$ cat config.mk
export PLATFORM = sky130hd
export DESIGN_NAME = lcd_sequencer
export DESIGN_NICKNAME = d
export VERILOG_FILES = /design/src/rtl/lcd_sequencer.sv
export SDC_FILE = /design/constraint.sdc
export NUM_CORES = 1
export LEC_CHECK = 0
export CAP_MARGIN = 5
export CORE_MARGIN = 3
export CORE_UTILIZATION = 40
export CTS_CLUSTER_SIZE = 24
export DETAILED_ROUTE_END_ITERATION = 7
export PLACE_DENSITY = 0.71
export REMOVE_ABC_BUFFERS = 1
export SYNTH_ARGS = -nofsm -noshare
export SYNTH_HDL_FRONTEND = slang
export SYNTH_SLANG_ARGS = --single-unit
$ cat constraint.sdc
create_clock -name CLK -period 2.4 [get_ports CLK]
set_input_delay 0.24 -clock CLK [delete_from_list [all_inputs] [get_ports CLK]]
set_output_delay 0.24 -clock CLK [all_outputs]
set_load 0.02 [all_outputs]
$ cat src/rtl/lcd_sequencer.sv
// Character-LCD front end: runs the HD44780 init sequence, then turns a valid/ready
// character stream into data writes plus the cursor-address commands for wrap/newline/clear.
module lcd_sequencer #(
    parameter int unsigned COLS       = 16,
    parameter logic [6:0]  LINE1_ADDR = 7'h40
) (
    input  logic       CLK,
    input  logic       RST,
    input  logic       CHAR_VALID,
    input  logic [7:0] CHAR_DATA,
    output logic       CHAR_READY,
    output logic       LCD_WRITE,
    output logic [8:0] LCD_WRDATA,
    input  logic       LCD_STATUS,
    output logic       INIT_DONE,
    output logic [4:0] CURSOR_COL,
    output logic       CURSOR_LINE
);

    typedef enum logic [1:0] {
        S_ISSUE,
        S_WAIT_HI,
        S_WAIT_LO,
        S_IDLE
    } state_t;

    state_t     state_q, state_d;
    logic [2:0] idx_q, idx_d;
    logic [8:0] seq0_q, seq0_d;
    logic [8:0] seq1_q, seq1_d;
    logic       two_q, two_d;
    logic [4:0] ncol_q, ncol_d;
    logic       nline_q, nline_d;
    logic       ready_q, ready_d;
    logic       write_q, write_d;
    logic [8:0] wrdata_q, wrdata_d;
    logic       done_q, done_d;
    logic [4:0] col_q, col_d;
    logic       line_q, line_d;

    logic [8:0] cur_word;
    logic       is_last;

    function automatic logic [8:0] init_rom(input logic [2:0] i);
        case (i)
            3'd0:    return 9'h038;
            3'd1:    return 9'h00C;
            3'd2:    return 9'h001;
            3'd3:    return 9'h006;
            default: return 9'h080;
        endcase
    endfunction

    function automatic logic [8:0] line_cmd(input logic ln);
        return ln ? {2'b01, LINE1_ADDR} : 9'h080;
    endfunction

    // During init the word comes from the fixed table; afterwards from the captured sequence.
    always_comb begin
        cur_word = done_q ? (idx_q[0] ? seq1_q : seq0_q) : init_rom(idx_q);
        is_last  = done_q ? (idx_q[0] == two_q) : (idx_q == 3'd4);
    end

    always_comb begin
        state_d  = state_q;
        idx_d    = idx_q;
        seq0_d   = seq0_q;
        seq1_d   = seq1_q;
        two_d    = two_q;
        ncol_d   = ncol_q;
        nline_d  = nline_q;
        write_d  = 1'b0;
        wrdata_d = wrdata_q;
        done_d   = done_q;
        col_d    = col_q;
        line_d   = line_q;

        case (state_q)
            S_ISSUE: begin
                if (!LCD_STATUS) begin
                    write_d  = 1'b1;
                    wrdata_d = cur_word;
                    if (done_q && is_last) begin
                        col_d  = ncol_q;
                        line_d = nline_q;
                    end
                    state_d = S_WAIT_HI;
                end
            end
            S_WAIT_HI: begin
                if (LCD_STATUS) state_d = S_WAIT_LO;
            end
            S_WAIT_LO: begin
                if (!LCD_STATUS) begin
                    if (is_last) begin
                        done_d  = 1'b1;
                        state_d = S_IDLE;
                    end else begin
                        idx_d   = idx_q + 3'd1;
                        state_d = S_ISSUE;
                    end
                end
            end
            S_IDLE: begin
                if (CHAR_VALID && ready_q) begin
                    idx_d   = '0;
                    state_d = S_ISSUE;
                    seq1_d  = '0;
                    two_d   = 1'b0;
                    case (CHAR_DATA)
                        8'h0C: begin
                            seq0_d  = 9'h001;
                            seq1_d  = 9'h080;
                            two_d   = 1'b1;
                            ncol_d  = '0;
                            nline_d = 1'b0;
                        end
                        8'h0A: begin
                            seq0_d  = line_cmd(~line_q);
                            ncol_d  = '0;
                            nline_d = ~line_q;
                        end
                        8'h0D: begin
                            seq0_d  = line_cmd(line_q);
                            ncol_d  = '0;
                            nline_d = line_q;
                        end
                        default: begin
                            seq0_d = {1'b1, CHAR_DATA};
                            if (col_q == 5'(COLS - 1)) begin
                                seq1_d  = line_cmd(~line_q);
                                two_d   = 1'b1;
                                ncol_d  = '0;
                                nline_d = ~line_q;
                            end else begin
                                ncol_d  = col_q + 5'd1;
                                nline_d = line_q;
                            end
                        end
                    endcase
                end
            end
            default: state_d = S_ISSUE;
        endcase

        ready_d = (state_d == S_IDLE) && done_d;
    end

    always_ff @(posedge CLK) begin
        if (RST) begin
            state_q  <= S_ISSUE;
            idx_q    <= '0;
            seq0_q   <= '0;
            seq1_q   <= '0;
            two_q    <= 1'b0;
            ncol_q   <= '0;
            nline_q  <= 1'b0;
            ready_q  <= 1'b0;
            write_q  <= 1'b0;
            wrdata_q <= '0;
            done_q   <= 1'b0;
            col_q    <= '0;
            line_q   <= 1'b0;
        end else begin
            state_q  <= state_d;
            idx_q    <= idx_d;
            seq0_q   <= seq0_d;
            seq1_q   <= seq1_d;
            two_q    <= two_d;
            ncol_q   <= ncol_d;
            nline_q  <= nline_d;
            ready_q  <= ready_d;
            write_q  <= write_d;
            wrdata_q <= wrdata_d;
            done_q   <= done_d;
            col_q    <= col_d;
            line_q   <= line_d;
        end
    end

    assign CHAR_READY  = ready_q;
    assign LCD_WRITE   = write_q;
    assign LCD_WRDATA  = wrdata_q;
    assign INIT_DONE   = done_q;
    assign CURSOR_COL  = col_q;
    assign CURSOR_LINE = line_q;

endmodule

# After elaboration in Yosys (flattened, before gate mapping)
# Index checks and enable logic that the tools add are counted.
# word_totals
register_bits	48
input_bits	12
out_inout_bits	18
elab_cells	76
# op_classes
n_addsub	2
eq_ne	16
muxes	29
bitwise_logic	3
n_reduce_logical	13
# op_table
cell	count
case mux 8 bit (4 select lines)	1
case mux 9 bit (3 select lines)	1
== test 8 x 4 -> 1 bit (second input constant)	3
2-to-1 mux 9 bit	2
case mux 8 bit (2 select lines)	1
2-to-1 mux 7 bit	2
2-to-1 mux 2 bit	5
2-to-1 mux 5 bit	2
2-to-1 mux 3 bit	3
2-to-1 mux 8 bit	1
case mux 2 bit (4 select lines)	1
2-to-1 mux 1 bit	7
== test 2 bit (second input constant)	3
== test 3 x 2 -> 1 bit (second input constant)	2
inequality test 2 bit (second input constant)	3
case mux 3 bit (2 select lines)	1
adder 5 x 1 -> 5 bit (second input constant)	1
== test 5 x 4 -> 1 bit (second input constant)	1
AND reduction 2 bit	2
AND reduction 4 bit	1
OR reduction 2 bit	2
adder 3 x 1 -> 3 bit (second input constant)	1
== test 3 x 1 -> 1 bit (second input constant)	1
== test 3 bit (second input constant)	1
other kinds (11)	15

# Longest topological paths before layout
# Gate-level depths: netlist (run 1).
# depth
word_depth	7
ltp_mapped	7

# Worst setup path before layout (run 1)
# OpenSTA, ideal clock, no wires.
# synth_timing
path_kind	register to register
startpoint	register idx_q[0]
endpoint	register idx_q[0]
setup_time_ns	0.121
arrival_time_ns	1.674
required_time_ns	2.279
setup_slack_ns	0.606
stages_incl_launch_ff	8
cell_sequence	dfxtp_1 buf_2 inv_1 ha_1 and3b_1 a21oi_1 nand3_1 mux2_2
# synth_via
elab_chain_cells	4
# synth_lines
item	line_no	text
start, declared	28	logic [2:0] idx_q, idx_d;
start signal, assigned	166	idx_q <= idx_d;
adder 3 x 1 -> 3 bit, or another cell as far along	99	idx_d = idx_q + 3'd1;
2-to-1 mux 3 bit or 2-to-1 mux 1 bit (tied branches)	95, 61	
2-to-1 mux 3 bit or inequality test 2 bit (tied branches)	-	
case mux 3 bit (2 select lines) or AND reduction 4 bit (tied branches)	-	
# Parallel ways exist; a longest one is shown, timed or not. The select of a mux whose other input is x is not followed.
# A chain may end at the register's enable or synchronous reset.

# Final worst setup path (run 1)
# layout_timing
startpoint	input CHAR_DATA[6]
endpoint	register ncol_q[4]
# layout_via
elab_chain_cells	3
# layout_lines
item	line_no	text
start, declared	10	input logic [7:0] CHAR_DATA,
== test 8 x 4 -> 1 bit	110	case (CHAR_DATA)
OR reduction 3 bit (no line) (*)	-	
2-to-1 mux 5 bit (*)	110	
end signal, assigned	170	ncol_q <= ncol_d;
end, declared	32	logic [4:0] ncol_q, ncol_d;
# Mark *: on every way between the ends. The rest lies on a longest branch, timed or not.

==> impl_metrics.env, run 1 <==
export IMPL_outcome="complete, no violations"
export IMPL_dr_pass1_iters=4
export IMPL_n_antenna_cell=0
export IMPL_io_buffers=29
export IMPL_p_per_area_nw_per_um2=579
export IMPL_whs_path_depth=2
export IMPL_clock_skew_ns=0.00790
export IMPL_crit_arrival_ns=2.09
export IMPL_grt_pass1_vias=1464
export IMPL_synth_top_area_share_pct=43.5
export IMPL_core_area_sq_um=4410
export IMPL_critical_path_buf_inv_count=1
export IMPL_syn_area_sq_um=1840
export IMPL_final_util_pct=52.4
export IMPL_fillerInstances=409
export IMPL_track_usage_pct=16.7
export IMPL_antenna_found_initial=0
export IMPL_critical_path_slowest_cell="or4b_1"
export IMPL_slew_headroom_pct=58.2
export IMPL_period_minus_slack_ns=1.91
export IMPL_hold_start="LCD_WRDATA[2]"
export IMPL_start_util_pct=41.7
export IMPL_vias=1521
export IMPL_hold_viol=0
export IMPL_hold_path_class="flop to flop"
export IMPL_synth_area_leader_cell="dfxtp_1"
export IMPL_fin_crit_sh_pct=79.6
export IMPL_ioPinCount=30
export IMPL_numClockSinks=40
export IMPL_ys_types=42
export IMPL_dp_slack_ns=0.215
export IMPL_max_slew_worst_pin_slew_ns=0.626
export IMPL_clockBufferDepth=2
export IMPL_startpoint_type="primary input"
export IMPL_whs_endpoint="LCD_WRDATA[2]"
export IMPL_setup_viol_count_final=0
export IMPL_overflow=0
export IMPL_rr_worst_depth=4
export IMPL_dominantRegCellSynth="dfxtp_1"
export IMPL_fin_ws_ns=0.490
export IMPL_maxCapViolations=0
export IMPL_die_height_um=73.9
export IMPL_syn_avg_cell_area_sq_um=9.16
export IMPL_synth_area_top_cells="dfxtp_1 (43%), nor2_1 (5.7%), mux2i_1 (5.4%), ha_1 (4.8%), a22o_1 (3.8%)"
export IMPL_dpl_hpwl_um=2960
export IMPL_path_delay_family="simple AND/OR/NAND/NOR gates"
export IMPL_drt_wirelength_per_cell_um=14.1
export IMPL_design_area_sq_um=2310
export IMPL_cts_hold_buf=0
export IMPL_finalSetupTns_ns=0
export IMPL_ys_async_sr_fraction_pct=0
export IMPL_drt_iter0_markers=62
export IMPL_crit_chain="clkdlybuf4s50_1, or4b_1, a211oi_2, nor3_2, a32o_1"
export IMPL_drt_total_wl_um=4020
export IMPL_reg2reg_from="state_q[1]"
export IMPL_yosys_warnings=0
export IMPL_dieArea_sq_um=5450
export IMPL_worst_skew_pair_late_latency_ns=0.29
export IMPL_endpoint_kind="flop"
export IMPL_ctsResizeCount=0
export IMPL_finalWeightedCongestion=0.821
export IMPL_slowest_delay_ns=0.69
export IMPL_cp_max_fo=10
export IMPL_ant_nets=0
export IMPL_die_w_um=73.9
export IMPL_layout_drive_gt1_share_pct=10.7
export IMPL_p_leak_nw=0.884
export IMPL_rrSetupSlack_ns=0.55
export IMPL_rsz0062_at_grt="false"
export IMPL_crit_type="primary input to flop"
export IMPL_r2r_end="seq0_q[1]"
export IMPL_crit_required_ns=2.58
export IMPL_post_dp_cell_area_sq_um=2200
export IMPL_nNetsFinal=252
export IMPL_syn_inst=201
export IMPL_synth_edff_count=0
export IMPL_h_tree_depth=2
export IMPL_clk_pin_slew_ns=0.08
export IMPL_std_cell_rows=24
export IMPL_ys_ff_latch=40
export IMPL_cts_tree="yes"
export IMPL_cts_root_buf="clkbuf_8"
export IMPL_grt_max_degree=25
export IMPL_cts_buffers_inserted=5
export IMPL_via_per_inst=5.32
export IMPL_fmax_mhz=524
export IMPL_post_cts_buffers=0
export IMPL_slew_viol_final=0
export IMPL_syn2layout_area_growth_pct=25.7
export IMPL_ys_seq_area_share_pct=43.5
export IMPL_drc_errors=0
export IMPL_total_power_w=0.00134
export IMPL_grt_pass1_wl_um=7050
export IMPL_vdd_ir_drop_max_uv=348
## registers in the layout, summed over array words and instances, names as in the netlist, 2 cells and up
register / flops
idx_q: 3
seq1_q: 2
LCD_WRDATA: 9
ncol_q: 5
CURSOR_COL: 5
seq0_q: 9
state_q: 2
## how the worst max path moves through the flow
stage | startpoint | endpoint | slack (ns) | cells after the start
floorplan | idx_q[0] | idx_q[0] | 0.59 | 6
global placement | CHAR_DATA[6] | seq1_q[7] | 0.28 | 5
detailed placement | CHAR_DATA[6] | ncol_q[4] | 0.21 | 5
CTS | CHAR_DATA[6] | ncol_q[4] | 0.51 | 5
global route | state_q[1] | seq0_q[3] | 0.36 | 4
finish | CHAR_DATA[6] | ncol_q[4] | 0.49 | 5
## per-layer routing
metal | track usage (%) | routed length, um
met5 | 0 | 0
met3 | 3.97 | 168
met2 | 25.3 | 1810
met1 | 22.9 | 1990
met4 | 6.24 | 47
## final cells by class
cell class                      instances  area (sq um)  area share [%]
Clock inverter                          3          42.5            1.84
Tap cell                               52          65.1            2.81
Clock buffer                            5          68.8            2.97
Multi-Input combinational cell        143           968            41.8
Inverter                                7          26.3            1.14
Timing Repair Buffer                   36           343            14.8
Sequential cell                        40           801            34.6
## kinds of logic (layout without fill, tap and decap cells)
| family | after synthesis | after routing | synth area share (%) |
|---|---|---|---|
| and+or+nand+nor | 77 | 77 | 21.7 |
| DFF | 40 | 40 | 43.5 |
| xor gates and xnor gates | 4 | 4 | 1.90 |
| adders and majority gates | 7 | 7 | 4.76 |
| muxes | 13 | 13 | 7.27 |
| buffers and inverters | 18 | 51 | 3.94 |
| AOI/OAI and AO/OA | 42 | 42 | 17.0 |
## worst reg2reg max path: cells and delay by family (launching register included)
kind	cells	cell delay, ns
compound gates	1	0.27
flops	1	0.44
simple gates	3	1.02
## per-stage QoR
stage | hold WS (ns) | instances
after floorplan | 0.308 | 190
after global placement | 0.442 | 278
after detailed placement | 0.447 | 278
after CTS | 0.459 | 286
after global routing | 0.474 | 286
final | 0.454 | 286
## power by group
group          switching, W  leakage [nW]  internal [W]  total, W
Combinational     0.0000599         0.505     0.0000532  0.000113
Clock              0.000239        0.0541      0.000308  0.000547
Sequential       0.00000640         0.324      0.000674  0.000681
Total              0.000305         0.884       0.00104   0.00134
## Yosys cell counts (2+ instances only)
| master | n |
|---|---|
| a211oi_1 | 9 |
| mux2i_1 | 10 |
| nor3_2 | 2 |
| nand3_1 | 8 |
| nand2_1 | 9 |
| a22o_1 | 8 |
| xor2_1 | 2 |
| nor2_1 | 28 |
| or3_1 | 5 |
| nor3_1 | 9 |
| o21ai_0 | 4 |
| clkbuf_1 | 5 |
| xnor2_1 | 2 |
| ha_1 | 7 |
| inv_1 | 7 |
| buf_2 | 4 |
| or4b_1 | 2 |
| dfxtp_1 | 40 |
| mux2_2 | 3 |
| nand2b_1 | 2 |
| buf_1 | 2 |
| a21oi_1 | 11 |
| nor2b_1 | 3 |
## layout by cell type, fill, tap and decap left out, drive strengths merged, types with 3 or more instances in the layout
cell and instances:
dfxtp 40, clkdlybuf4s50 29, nor2 29, a21oi 11
nor3 11, mux2i 10, a211oi 10, nand2 9
nand3 8, a22o 8, inv 7, ha 7
buf 7, or3 5, clkbuf 5, o21ai 4
mux2 3, nor2b 3
(Power assumes the default switching activity.)
==> inputs of run 2 (changes only) <==
--- a/config.mk
+++ b/config.mk
@@ -10,7 +10,7 @@
 export CORE_UTILIZATION = 40
 export CTS_CLUSTER_SIZE = 24
 export DETAILED_ROUTE_END_ITERATION = 7
-export PLACE_DENSITY = 0.71
+export PLACE_DENSITY = 0.73
 export REMOVE_ABC_BUFFERS = 1
 export SYNTH_ARGS = -nofsm -noshare
 export SYNTH_HDL_FRONTEND = slang
==> constraint.sdc (replaced) <==
create_clock -name CLK -period 1.7 [get_ports CLK]
set_input_delay 0.17 -clock CLK [delete_from_list [all_inputs] [get_ports CLK]]
set_output_delay 0.17 -clock CLK [all_outputs]
set_load 0.02 [all_outputs]
==> run 2 against run 1 <==
Effect of this change: non-clock buffer count rose by 19; clock power rose by 53%; critical endpoint unchanged; flip-flop and latch count did not move; cell area rose by 8.7%; largest power group unchanged; combinational power rose by 65%; total power rose by 48%.
==> impl_metrics.env, run 2 (same netlist as run 1, synthesis figures left out) <==
export IMPL_start_util_pct=41.7
export IMPL_clk_pin_slew_ns=0.07
export IMPL_grt_max_degree=16
export IMPL_post_dp_cell_area_sq_um=2360
export IMPL_grt_pass1_wl_um=7130
export IMPL_track_usage_pct=17.0
export IMPL_finalSetupTns_ns=0
export IMPL_slew_viol_final=0
export IMPL_drc_errors=0
export IMPL_maxCapViolations=0
export IMPL_overflow=0
export IMPL_layout_drive_gt1_share_pct=19.0
export IMPL_final_cell_mix="dfxtp_1 (40), clkdlybuf4s50_1 (29), nor2_1 (28), buf_4 (25), a21oi_1 (11)"
export IMPL_die_w_um=73.9
export IMPL_crit_arrival_ns=1.85
export IMPL_p_per_area_nw_per_um2=788
export IMPL_core_area_sq_um=4410
export IMPL_nNetsFinal=271
export IMPL_max_slew_worst_pin_slew_ns=0.401
export IMPL_antenna_found_initial=0
export IMPL_cts_buffers_inserted=5
export IMPL_fin_ws_ns=0.0261
export IMPL_std_cell_rows=24
export IMPL_cts_root_buf="clkbuf_8"
export IMPL_hold_viol=0
export IMPL_slew_headroom_pct=73.2
export IMPL_rrSetupSlack_ns=0.12
export IMPL_whs_path_depth=2
export IMPL_drt_iter0_markers=75
export IMPL_crit_type="primary input to flop"
export IMPL_hold_path_class="flop to flop"
export IMPL_cp_max_fo=10
export IMPL_drt_wirelength_per_cell_um=13.9
export IMPL_dp_slack_ns=-0.402
export IMPL_vdd_ir_drop_max_uv=554
export IMPL_dieArea_sq_um=5450
export IMPL_reg2reg_from="CURSOR_COL[1]"
export IMPL_dpl_hpwl_um=3160
export IMPL_via_per_inst=5.30
export IMPL_startpoint_type="primary input"
export IMPL_r2r_end="nline_q"
export IMPL_p_leak_nw=0.992
export IMPL_fillerInstances=398
export IMPL_dr_pass1_iters=4
export IMPL_hold_start="LCD_WRDATA[6]"
export IMPL_ioPinCount=30
export IMPL_design_area_sq_um=2520
export IMPL_outcome="complete, no violations"
export IMPL_cts_tree="yes"
export IMPL_drt_total_wl_um=4230
export IMPL_clockBufferDepth=2
export IMPL_cts_hold_buf=0
export IMPL_vias=1617
export IMPL_numClockSinks=40
export IMPL_setup_viol_count_final=0
export IMPL_h_tree_depth=2
export IMPL_finalWeightedCongestion=0.804
export IMPL_crit_required_ns=1.88
export IMPL_n_antenna_cell=0
export IMPL_rr_worst_depth=6
export IMPL_clock_skew_ns=0.00474
export IMPL_ant_nets=0
export IMPL_fin_crit_sh_pct=98.5
export IMPL_crit_start="CHAR_DATA[6]"
export IMPL_endpoint_kind="flop"
export IMPL_die_height_um=73.9
export IMPL_grt_pass1_vias=1535
export IMPL_worst_skew_pair_late_latency_ns=0.29
export IMPL_fmax_mhz=597
export IMPL_worst_hold_slack_ns=0.450
export IMPL_final_util_pct=57.0
export IMPL_period_minus_slack_ns=1.67
export IMPL_post_cts_buffers=0
export IMPL_final_common_cell="dfxtp_1"
export IMPL_syn2layout_area_growth_pct=36.6
export IMPL_whs_endpoint="LCD_WRDATA[6]"
export IMPL_io_buffers=29
-- run 2: layout make-up --
| cell class | count | area, sq um | share of cell area [%] |
|---|---|---|---|
| tap | 52 | 65.1 | 2.59 |
| clock inverter | 1 | 30.0 | 1.19 |
| clock buffer | 7 | 96.3 | 3.83 |
| timing repair buffer | 55 | 498 | 19.8 |
| multi-input combinational | 143 | 1000 | 39.7 |
| inverter | 7 | 26.3 | 1.04 |
| sequential | 40 | 801 | 31.8 |
-- run 2: through the flow --
stage	std cells	power, W
2_1_floorplan	190	0.00105
3_3_place_gp	297	0.00116
3_5_place_dp	297	0.00117
4_1_cts	305	0.00200
5_1_grt	305	0.00206
6_report	305	0.00198
-- run 2: worst max-delay path by stage --
stage | end | slack (ns) | depth (start not counted)
floorplan | idx_q[0] | -0.11 | 6
global placement | ncol_q[4] | -0.33 | 5
detailed placement | ncol_q[4] | -0.40 | 5
CTS | ncol_q[4] | 0.0008 | 5
global route | seq1_q[7] | -0.007 | 5
finish | ncol_q[4] | 0.03 | 5
-- run 2: repair_timing --
item / in CTS / in global routing
setup endpoints to repair: 6 / 13
gates resized for setup: 1 / 5
pin swaps: 0 / 2
-- run 2: routing by layer --
metal,share of wire [%],vias to the layer above,GRT usage (%)
met1,47,746,22.6
met2,48,34,27.4
met5,0,-,0
met3,3.7,5,3.42
met4,0.90,0,5.43
li1,-,832,-
-- run 2: power by group --
group          switching [W]  leakage [nW]  internal (W)
clock               0.000317        0.0645      0.000518
combinational      0.0000928         0.604     0.0000941
sequential        0.00000835         0.324      0.000952
total               0.000419         0.992       0.00156
-- run 2: critical path, cell delays in order --
cell and delay, ns:
clkdlybuf4s50_1 0.43, or4b_4 0.60, a211oi_4 0.25, nor3_4 0.11, a32o_1 0.28
